==> src/rtl/mem_ctrl_pkg.sv <==
// Shared encodings for the byte-wide memory controller: request opcodes, access sizes,
// extension modes, FSM states and the beat-count helper.
package mem_ctrl_pkg;

    typedef enum logic [1:0] {
        OpNone  = 2'b00,
        OpRead  = 2'b01,
        OpWrite = 2'b10
    } me_op_e;

    localparam logic [1:0] SelNone = 2'b00;
    localparam logic [1:0] SelByte = 2'b01;
    localparam logic [1:0] SelHalf = 2'b10;
    localparam logic [1:0] SelWord = 2'b11;

    localparam logic SEXT = 1'b0;
    localparam logic UEXT = 1'b1;

    typedef enum logic [2:0] {
        StIdle,
        StIfRd,
        StMemRd,
        StMemWr,
        StDone
    } state_e;

    function automatic logic [2:0] sel_beats(input logic [1:0] sel);
        case (sel)
            SelByte: return 3'd1;
            SelHalf: return 3'd2;
            SelWord: return 3'd4;
            default: return 3'd0;
        endcase
    endfunction

endpackage

==> src/rtl/mem_extend.sv <==
// Combinational byte/half/word sign or zero extender for load results.
module mem_extend
    import mem_ctrl_pkg::*;
(
    input  logic [31:0] data_i,
    input  logic [1:0]  sel_i,
    input  logic        ext_i,
    output logic [31:0] data_o
);

    always_comb begin
        data_o = data_i;
        case (sel_i)
            SelByte: data_o = (ext_i == UEXT) ? {24'd0, data_i[7:0]}
                                              : {{24{data_i[7]}}, data_i[7:0]};
            SelHalf: data_o = (ext_i == UEXT) ? {16'd0, data_i[15:0]}
                                              : {{16{data_i[15]}}, data_i[15:0]};
            default: data_o = data_i;
        endcase
    end

endmodule

==> src/rtl/mem_ctrl.sv <==
// Shares one byte-wide synchronous RAM between instruction fetch and the MEM stage.
// Define MEM_CTRL_PREFETCH_EN to add a one-entry next-instruction prefetch buffer.
module mem_ctrl
    import mem_ctrl_pkg::*;
#(
    parameter int unsigned ADDR_W     = 32,
    parameter int unsigned RAM_ADDR_W = 17
) (
    input  logic                  clk,
    input  logic                  rst,
    input  logic                  if_req,
    input  logic [ADDR_W-1:0]     if_addr,
    output logic                  if_done,
    output logic [31:0]           if_inst,
    input  logic [1:0]            me_op,
    input  logic [ADDR_W-1:0]     me_addr,
    input  logic [31:0]           me_data,
    input  logic [1:0]            me_sel,
    input  logic                  me_extend,
    output logic                  me_done,
    output logic [31:0]           me_rdata,
    output logic [RAM_ADDR_W-1:0] ram_addr,
    output logic                  ram_wr,
    output logic [7:0]            ram_dout,
    input  logic [7:0]            ram_din,
    output logic                  busy
);

    state_e                state_q, state_d;
    logic [2:0]            cnt_q, cnt_d, beats_q, beats_d;
    logic [ADDR_W-1:0]     addr_q, addr_d;
    logic [31:0]           wdata_q, wdata_d, buf_q, buf_d;
    logic [1:0]            sel_q, sel_d;
    logic                  ext_q, ext_d;
    logic [RAM_ADDR_W-1:0] ram_addr_q, ram_addr_d;
    logic                  ram_wr_q, ram_wr_d, if_done_q, if_done_d, me_done_q, me_done_d;
    logic [7:0]            ram_dout_q, ram_dout_d;
    logic [31:0]           if_inst_q, if_inst_d, me_rdata_q, me_rdata_d;
    logic                  busy_q, busy_d;
`ifdef MEM_CTRL_PREFETCH_EN
    logic [ADDR_W-1:0]     pf_addr_q, pf_addr_d, pf_next_q, pf_next_d;
    logic [31:0]           pf_data_q, pf_data_d;
    logic                  pf_valid_q, pf_valid_d, pf_pend_q, pf_pend_d;
    logic                  is_pf_q, is_pf_d, hit_q, hit_d;
`endif

    logic                  me_req, start_fetch;
    logic [ADDR_W-1:0]     fetch_addr;
    logic [2:0]            cnt_inc;
    logic [1:0]            cap_idx, wr_idx;
    logic [RAM_ADDR_W-1:0] beat_addr;
    logic [31:0]           merged, ext_data;
    logic [7:0]            wbyte;
    logic                  unused_addr_hi;

    assign me_req    = (me_op == OpRead || me_op == OpWrite) && me_sel != SelNone;
    assign cnt_inc   = cnt_q + 3'd1;
    assign cap_idx   = cnt_q[1:0] - 2'd1;
    assign wr_idx    = cnt_inc[1:0];
    // RAM_ADDR_W-wide add so the beat address wraps at the top of the RAM.
    assign beat_addr = addr_q[RAM_ADDR_W-1:0] + RAM_ADDR_W'(cnt_inc);
    assign wbyte     = wdata_q[{wr_idx, 3'b000} +: 8];
    assign unused_addr_hi = ^addr_q[ADDR_W-1:RAM_ADDR_W];

    // Byte returned this cycle belongs to the address driven in the previous cycle.
    always_comb begin
        merged = buf_q;
        merged[{cap_idx, 3'b000} +: 8] = ram_din;
    end

    mem_extend u_mem_extend (
        .data_i (merged),
        .sel_i  (sel_q),
        .ext_i  (ext_q),
        .data_o (ext_data)
    );

    always_comb begin
        state_d     = state_q;
        cnt_d       = cnt_q;
        beats_d     = beats_q;
        addr_d      = addr_q;
        wdata_d     = wdata_q;
        sel_d       = sel_q;
        ext_d       = ext_q;
        buf_d       = buf_q;
        ram_addr_d  = ram_addr_q;
        ram_wr_d    = 1'b0;
        ram_dout_d  = ram_dout_q;
        if_done_d   = 1'b0;
        me_done_d   = 1'b0;
        if_inst_d   = if_inst_q;
        me_rdata_d  = me_rdata_q;
        start_fetch = 1'b0;
        fetch_addr  = if_addr;
`ifdef MEM_CTRL_PREFETCH_EN
        pf_addr_d   = pf_addr_q;
        pf_next_d   = pf_next_q;
        pf_data_d   = pf_data_q;
        pf_valid_d  = pf_valid_q;
        pf_pend_d   = pf_pend_q;
        is_pf_d     = is_pf_q;
        hit_d       = hit_q;
`endif
        unique case (state_q)
            StIdle: begin
                cnt_d = 3'd0;
                buf_d = 32'd0;
                if (me_req) begin
                    addr_d     = me_addr;
                    wdata_d    = me_data;
                    sel_d      = me_sel;
                    ext_d      = me_extend;
                    beats_d    = sel_beats(me_sel);
                    ram_addr_d = me_addr[RAM_ADDR_W-1:0];
                    if (me_op == OpWrite) begin
                        state_d    = StMemWr;
                        ram_wr_d   = 1'b1;
                        ram_dout_d = me_data[7:0];
`ifdef MEM_CTRL_PREFETCH_EN
                        pf_valid_d = 1'b0;
                        pf_pend_d  = 1'b0;
`endif
                    end else begin
                        state_d = StMemRd;
                    end
                end else if (if_req) begin
`ifdef MEM_CTRL_PREFETCH_EN
                    if (pf_valid_q && if_addr == pf_addr_q) begin
                        state_d   = StDone;
                        hit_d     = 1'b1;
                        pf_pend_d = 1'b1;
                        pf_next_d = if_addr + ADDR_W'(4);
                    end else begin
                        start_fetch = 1'b1;
                        is_pf_d     = 1'b0;
                    end
`else
                    start_fetch = 1'b1;
`endif
                end
`ifdef MEM_CTRL_PREFETCH_EN
                else if (pf_pend_q) begin
                    start_fetch = 1'b1;
                    fetch_addr  = pf_next_q;
                    is_pf_d     = 1'b1;
                    pf_pend_d   = 1'b0;
                end
`endif
                if (start_fetch) begin
                    state_d    = StIfRd;
                    addr_d     = fetch_addr;
                    sel_d      = SelWord;
                    ext_d      = UEXT;
                    beats_d    = 3'd4;
                    ram_addr_d = fetch_addr[RAM_ADDR_W-1:0];
                end
            end
            StIfRd, StMemRd: begin
                cnt_d = cnt_inc;
                if (cnt_inc < beats_q) ram_addr_d = beat_addr;
                if (cnt_q != 3'd0) buf_d = merged;
                if (cnt_q == beats_q) begin
                    if (state_q == StMemRd) begin
                        state_d    = StDone;
                        me_done_d  = 1'b1;
                        me_rdata_d = ext_data;
                    end
`ifdef MEM_CTRL_PREFETCH_EN
                    else if (is_pf_q) begin
                        state_d    = StIdle;
                        pf_valid_d = 1'b1;
                        pf_addr_d  = addr_q;
                        pf_data_d  = merged;
                    end
`endif
                    else begin
                        state_d   = StDone;
                        if_done_d = 1'b1;
                        if_inst_d = merged;
`ifdef MEM_CTRL_PREFETCH_EN
                        pf_pend_d = 1'b1;
                        pf_next_d = addr_q + ADDR_W'(4);
`endif
                    end
                end
            end
            StMemWr: begin
                cnt_d = cnt_inc;
                if (cnt_inc < beats_q) begin
                    ram_wr_d   = 1'b1;
                    ram_addr_d = beat_addr;
                    ram_dout_d = wbyte;
                end else begin
                    state_d   = StDone;
                    me_done_d = 1'b1;
                end
            end
            StDone: begin
`ifdef MEM_CTRL_PREFETCH_EN
                // A buffer hit spends one extra DONE cycle so the pulse is registered.
                if (hit_q) begin
                    hit_d     = 1'b0;
                    if_done_d = 1'b1;
                    if_inst_d = pf_data_q;
                end else begin
                    state_d = StIdle;
                end
`else
                state_d = StIdle;
`endif
            end
            default: state_d = StIdle;
        endcase
        busy_d = (state_d != StIdle);
    end

    always_ff @(posedge clk) begin
        if (rst) begin
            state_q    <= StIdle;
            cnt_q      <= 3'd0;
            beats_q    <= 3'd0;
            addr_q     <= '0;
            wdata_q    <= 32'd0;
            buf_q      <= 32'd0;
            sel_q      <= SelNone;
            ext_q      <= SEXT;
            ram_addr_q <= '0;
            ram_wr_q   <= 1'b0;
            ram_dout_q <= 8'd0;
            if_done_q  <= 1'b0;
            me_done_q  <= 1'b0;
            if_inst_q  <= 32'd0;
            me_rdata_q <= 32'd0;
            busy_q     <= 1'b0;
`ifdef MEM_CTRL_PREFETCH_EN
            pf_addr_q  <= '0;
            pf_next_q  <= '0;
            pf_data_q  <= 32'd0;
            pf_valid_q <= 1'b0;
            pf_pend_q  <= 1'b0;
            is_pf_q    <= 1'b0;
            hit_q      <= 1'b0;
`endif
        end else begin
            state_q    <= state_d;
            cnt_q      <= cnt_d;
            beats_q    <= beats_d;
            addr_q     <= addr_d;
            wdata_q    <= wdata_d;
            buf_q      <= buf_d;
            sel_q      <= sel_d;
            ext_q      <= ext_d;
            ram_addr_q <= ram_addr_d;
            ram_wr_q   <= ram_wr_d;
            ram_dout_q <= ram_dout_d;
            if_done_q  <= if_done_d;
            me_done_q  <= me_done_d;
            if_inst_q  <= if_inst_d;
            me_rdata_q <= me_rdata_d;
            busy_q     <= busy_d;
`ifdef MEM_CTRL_PREFETCH_EN
            pf_addr_q  <= pf_addr_d;
            pf_next_q  <= pf_next_d;
            pf_data_q  <= pf_data_d;
            pf_valid_q <= pf_valid_d;
            pf_pend_q  <= pf_pend_d;
            is_pf_q    <= is_pf_d;
            hit_q      <= hit_d;
`endif
        end
    end

    assign if_done  = if_done_q;
    assign if_inst  = if_inst_q;
    assign me_done  = me_done_q;
    assign me_rdata = me_rdata_q;
    assign ram_addr = ram_addr_q;
    assign ram_wr   = ram_wr_q;
    assign ram_dout = ram_dout_q;
    assign busy     = busy_q;

endmodule

==> config.mk <==
export PLATFORM = sky130hd
export DESIGN_NAME = mem_ctrl
export DESIGN_NICKNAME = d
export VERILOG_FILES = /design/src/rtl/mem_ctrl_pkg.sv /design/src/rtl/mem_extend.sv /design/src/rtl/mem_ctrl.sv
export SDC_FILE = /design/constraint.sdc
export NUM_CORES = 1
export LEC_CHECK = 0
export ABC_CLOCK_PERIOD_IN_PS = 9900
export CAP_MARGIN = 20
export CORE_MARGIN = 8
export CORE_UTILIZATION = 25
export DETAILED_ROUTE_END_ITERATION = 10
export GPL_ROUTABILITY_DRIVEN = 0
export GPL_TIMING_DRIVEN = 0
export SYNTH_ARGS = -nofsm -noshare
export SYNTH_HDL_FRONTEND = slang
export SYNTH_SLANG_ARGS = --single-unit
==> constraint.sdc <==
create_clock -name clk -period 9.9 [get_ports clk]
set_input_delay 1.98 -clock clk [delete_from_list [all_inputs] [get_ports clk]]
set_output_delay 1.98 -clock clk [all_outputs]
set_load 0.01 [all_outputs]
==> results of run 1 <==
## how the worst max path moves through the flow
stage               startpoint  cells after the start  slack [ns]           end
detailed placement    me_op[0]                     10        5.42  ram_addr[14]
global placement      me_op[0]                     10        5.43  ram_addr[14]
CTS                   cnt_q[0]                     12        5.44  ram_addr[16]
floorplan             me_op[0]                     10        6.33   ram_addr[2]
finish                cnt_q[0]                     12        5.45  ram_addr[16]
global route          cnt_q[0]                     12        5.20  ram_addr[16]
## synthesized netlist by cell type, drive strengths merged (11+ instances only)
library cell,n
ha,14
a211oi,32
nor2,131
a21oi,96
dfxtp,186
nor2b,11
nor3,34
mux2i,13
nand2,175
buf,38
inv,38
a22oi,25
o21ai,60
clkbuf,40
nand3,11
## where the power goes
part | total, µW | internal (µW) | switching [µW] | leakage (µW)
Sequential | 1080 | 944 | 133 | 0.00152
Clock | 672 | 339 | 333 | 0.000278
Combinational | 1490 | 608 | 881 | 0.00221
## registers in the layout (all words and copies together) (netlist names), 2 cells and up
name,count
beats_q,3
state_q,3
ram_dout,8
wdata_q,32
buf_q,32
cnt_q,3
addr_q,17
sel_q,2
me_rdata,32
ram_addr,17
if_inst,32
## metrics by stage
step	cells	hold slack (ns)
2_1_floorplan	1031	0.4273
3_3_place_gp	1653	0.4333
3_5_place_dp	1653	0.4399
4_1_cts	1685	0.4503
5_1_grt	1685	0.4694
6_report	1685	0.4496
## worst max-delay path: cells and delay by family, from the launching register on
kind                     cells  cell delay [ns]
adder cells (fa/ha/maj)      2             0.95
flip-flops                   1             0.45
AO/OA/AOI/OAI                2             0.75
buffers and inverters        5             1.63
AND/OR/NAND/NOR              3             0.59
## layer usage
metal	up-vias	global-route usage	routed length, µm
li1	3942	-	-
met1	3728	0.1869	13180
met2	220	0.2515	14040
met3	39	0.04376	2313
met4	2	0.04523	591
met5	-	0	13
## area by class of cell
cell class / instances / area [µm²] / area share
flip-flops and latches: 186 / 3724 / 0.3286
well taps: 448 / 560.5 / 0.04946
inverters: 38 / 142.6 / 0.01259
multi-input cells: 729 / 4224 / 0.3728
repair buffers: 174 / 1742 / 0.1537
clock inverters: 14 / 130.1 / 0.01148
clock buffers: 18 / 439.2 / 0.03875
plain buffers: 78 / 370.4 / 0.03268
## logic make-up (layout without fill, tap and decap cells)
kind of cell	Yosys count	in the layout
AO/OA/AOI/OAI	271	271
multiplexers	24	24
flip-flops	186	186
XOR/XNOR	10	10
adder cells (fa/ha/maj)	15	15
AND/OR/NAND/NOR	409	409
buffers and inverters	116	322
==> flow_summary.ini, run 1 <==
[run_status]
outcome = finished clean

[clocking]
cts.sinks = 186
post_cts_resized = 0
clk_latency_ns = 0.45
htreeDepth = 4
cts_buffers = 17
clkSlewWorstSetupHoldPaths_ns = 0.08
hold_buffers = 0
cts_tree = built
clk_path_buf_depth = 2
cts_setup_buffers = 0
root_buffer = clkbuf_16

[logic_synthesis]
ys_ff_latch = 186
synth.area.mux_share = 0.04067
async_flop_share = 0
yosysSeqAreaShare = 0.4401
synth_compound_area_frac = 0.2103
yosys-top-cells-area = dfxtp_1 44%, nand2_1 7.8%, nor2_1 5.8%, a21oi_1 5.7%, o21ai_0 3.3%
synth_enable_flop_cells = 0
ys_warn_count = 0
synth_xor_area_frac = 0.01035
synthFlopType = dfxtp_1
ys_types = 64
synth-simple-area-share = 0.2149
syn_nets = 1158
synth_top_family_by_area = simple AND/OR/NAND/NOR gates
synth.cell_area_um2 = 8461
synthDominantCellAreaShare = 0.4401
avgSynthCellArea_um2 = 8.206
synthCells = 1031
yosys.area.top_type = dfxtp_1
synth_fa_ha_area_frac = 0.02307

[critical_path]
reg2reg_to = ram_addr[16]
path_class = reg2reg
crit_fanout = 10
worstSetupStartpointType = flip-flop
reg2reg_from = cnt_q[0]
reg2reg_slack_ns = 5.45
worstSetupEndpointType = flip-flop
crit_path_max_incr_delay_ns = 0.57
arrival_ns = 4.81
path_cells = buf_2 > buf_1 > inv_1 > ha_1 > buf_2 > inv_1 > fa_1 > nand2b_1 > a2111oi_4 > and3_1 > nor3_1 > o41ai_2
cp_slowest_cell = buf_1
crit_required_ns = 10.25
rr_worst_depth = 12

[placement]
postPlaceCellArea_um2 = 10760
port_buffers = 174
post-place-ws_ns = 5.416
hpwlAfterDp_mm = 23.33

[finish]
fillers = 3502
post-route-util = 0.3388
syn_to_final_growth_pct = 33.94
fin_nets = 1351
antenna_cells = 0
mostFrequentLayoutCells = 186 x dfxtp_1, 175 x nand2_1, 174 x clkdlybuf4s50_1, 130 x nor2_1, 96 x a21oi_1
layout-drive-gt1-share = 0.08327
layout_commonest_cell = dfxtp_1
fin_area_um2 = 11330

[routing]
drc_errors = 0
drtIter0Drc = 499
via_per_inst = 4.707
wl_per_cell_um = 17.89
num_vias = 7931
drt_pass1_iterations = 5
antenna_left = 0
drt_wl_total_mm = 30.14

[min_path]
worstHoldStart = buf_q[5]
min_path_type = reg2reg
whs_path_depth = 2
min_to = buf_q[5]

[flow_run]
cap_violations = 0

[timing]
max_clock_freq_mhz = 224.5
period_needed_ns = 4.454
skew_ns = 0.01271
finalSetupViolCount = 0
rsz0062_at_grt = false
min_period_over_period = 0.4499
finalHoldViolCount = 0
setup_tns_ns = 0
worst_slew_pin_slew_ns = 0.8378
fin_ws_ns = 5.446
drv_slew = 0
relSlewSlack = 0.4414

[global_route]
grt_pass1_vias = 8100
antenna_found_initial = 1
grt_first_pass_wirelength_mm = 46.55
grtUsageTotal = 0.1511
grt_max_degree = 19
globalRouteOverflowTotal = 0

[die]
die_area_um2 = 39990
initial_core_util = 0.2529
num_rows = 67
fp.dieW_um = 200.0
core_um2 = 33450
io-pin-count = 205
die_h_um = 200.0

[power_and_ir_drop]
powerDensity_nw_per_um2 = 285.8
peakVddDrop_uv = 133.5
p_leak_uw = 0.004001
power_uw = 3238
(Power assumes the default switching activity.)
==> run 2: changes to the inputs <==
--- a/config.mk
+++ b/config.mk
@@ -5,7 +5,7 @@
 export SDC_FILE = /design/constraint.sdc
 export NUM_CORES = 1
 export LEC_CHECK = 0
-export ABC_CLOCK_PERIOD_IN_PS = 9900
+export ABC_CLOCK_PERIOD_IN_PS = 4300
 export CAP_MARGIN = 20
 export CORE_MARGIN = 8
 export CORE_UTILIZATION = 25
==> constraint.sdc (replaced) <==
create_clock -name clk -period 4.3 [get_ports clk]
set_input_delay 0.86 -clock clk [delete_from_list [all_inputs] [get_ports clk]]
set_output_delay 0.86 -clock clk [all_outputs]
set_load 0.01 [all_outputs]
==> flow_summary.ini, run 2 (synthesized netlist as in run 1, its figures left out) <==
[placement]
port_buffers = 174
post-place-ws_ns = -0.1820
dp_cells = 1653
hpwlAfterDp_mm = 23.33

[finish]
antenna_cells = 0
syn_to_final_growth_pct = 33.90
layout-drive-gt1-share = 0.08333
layoutNonFillerInstCount = 1684
fin_nets = 1350
mostFrequentLayoutCells = 186 x dfxtp_1, 175 x nand2_1, 174 x clkdlybuf4s50_1, 130 x nor2_1, 96 x a21oi_1
layout_commonest_cell = dfxtp_1
fillers = 3503

[die]
initial_core_util = 0.2529
io-pin-count = 205
num_rows = 67
die_area_um2 = 39990
die_h_um = 200.0
fp.dieW_um = 200.0
core_um2 = 33450

[timing]
finalHoldViolCount = 0
worst_slew_pin_slew_ns = 0.8164
min_period_over_period = 0.9295
fin_ws_ns = 0.3032
relSlewSlack = 0.4557
max_clock_freq_mhz = 250.2
period_needed_ns = 3.997
skew_ns = 0.01292
rsz0062_at_grt = false
finalSetupViolCount = 0
drv_slew = 0

[critical_path]
crit_required_ns = 4.65
arrival_ns = 4.34
crit_fanout = 16
worstSetupEndpointType = flip-flop
path_class = reg2reg
worstSetupStartpointType = flip-flop

[clocking]
htreeDepth = 4
cts_buffers = 17
cts_tree = built
hold_buffers = 0
root_buffer = clkbuf_16
clk_latency_ns = 0.44
clkSlewWorstSetupHoldPaths_ns = 0.08
clk_path_buf_depth = 2
cts.sinks = 186

[routing]
num_vias = 7951
drt_pass1_iterations = 5
via_per_inst = 4.721
drtIter0Drc = 489
drc_errors = 0
antenna_left = 0
wl_per_cell_um = 17.86
drt_wl_total_mm = 30.08

[run_status]
outcome = finished clean

[power_and_ir_drop]
peakVddDrop_uv = 301.6
p_leak_uw = 0.003999
powerDensity_nw_per_um2 = 657.8
power_uw = 7452

[global_route]
globalRouteOverflowTotal = 0
grtUsageMet2 = 0.2515
grt.met3_usage = 0.04376
grt_max_degree = 19
antenna_found_initial = 1
grt_use_met1 = 0.1861
grt_first_pass_wirelength_mm = 46.49
grt_pass1_vias = 8095
top_usage_layer = met2
grtUsageTotal = 0.1508

[min_path]
min_path_type = reg2reg

[flow_run]
cap_violations = 0
==> run 2: cell types whose count changed in the layout (fill, tap and decap cells not counted) <==
cell and change:
buf_1 -1
==> run 2: per-stage QoR <==
stage,utilization,area (µm²),hold WS (ns),TNS [ns]
floorplan,-,8461,0.4273,0
global placement,0.3218,10760,0.4333,-0.2792
detailed placement,0.3218,10760,0.4399,-0.4020
CTS,0.3387,11330,0.4503,0
global route,0.3387,11330,0.4694,0
finish,0.3387,11330,0.4508,0
==> run 2: per-layer routing <==
metal	share of wire	routed length, µm	vias up
met5	0.00043	13	-
met4	0.017	506	2
met3	0.071	2142	36
met2	0.47	14070	215
met1	0.44	13350	3759
li1	-	-	3939
==> run 2: worst paths after layout <==
check        startpoint      endpoint  slack (ns)  cells after the start
max            cnt_q[0]  ram_addr[16]        0.30                     11
max reg2reg    cnt_q[0]  ram_addr[16]        0.30                     11
min            buf_q[5]      buf_q[5]        0.45                      2
min reg2reg    buf_q[5]      buf_q[5]        0.45                      2
==> run 2: power by group <==
group	switching (µW)	leakage, µW	internal [µW]	total (µW)
Sequential	307	0.00152	2170	2480
Combinational	2020	0.00220	1400	3420
Clock	765	0.000278	782	1550
Total	3100	0.00400	4360	7450
==> run 2: cell type report <==
| type | count | area [µm²] | share of cell area |
|---|---|---|---|
| Timing Repair Buffer | 174 | 1742 | 0.1537 |
| Inverter | 38 | 142.6 | 0.01259 |
| Sequential cell | 186 | 3724 | 0.3287 |
| Buffer | 77 | 366.6 | 0.03236 |
| Clock buffer | 18 | 439.2 | 0.03877 |
| Clock inverter | 14 | 130.1 | 0.01149 |
| Tap cell | 448 | 560.5 | 0.04948 |
| Multi-Input combinational cell | 729 | 4224 | 0.3729 |
==> run 2: timing repair <==
item,in CTS,in global routing
resized for setup,0,0
buffers inserted,0,0
endpoints found under the setup margin,4,0
==> run 2: critical path, stage by stage, from the launching register on <==
cell       delay [ns]
dfxtp_1          0.46
buf_2            0.43
inv_1            0.19
ha_1             0.48
buf_2            0.40
inv_1            0.16
fa_1             0.45
nand2b_1         0.30
a2111oi_4        0.44
and3_1           0.24
nor3_1           0.06
o41ai_2          0.31
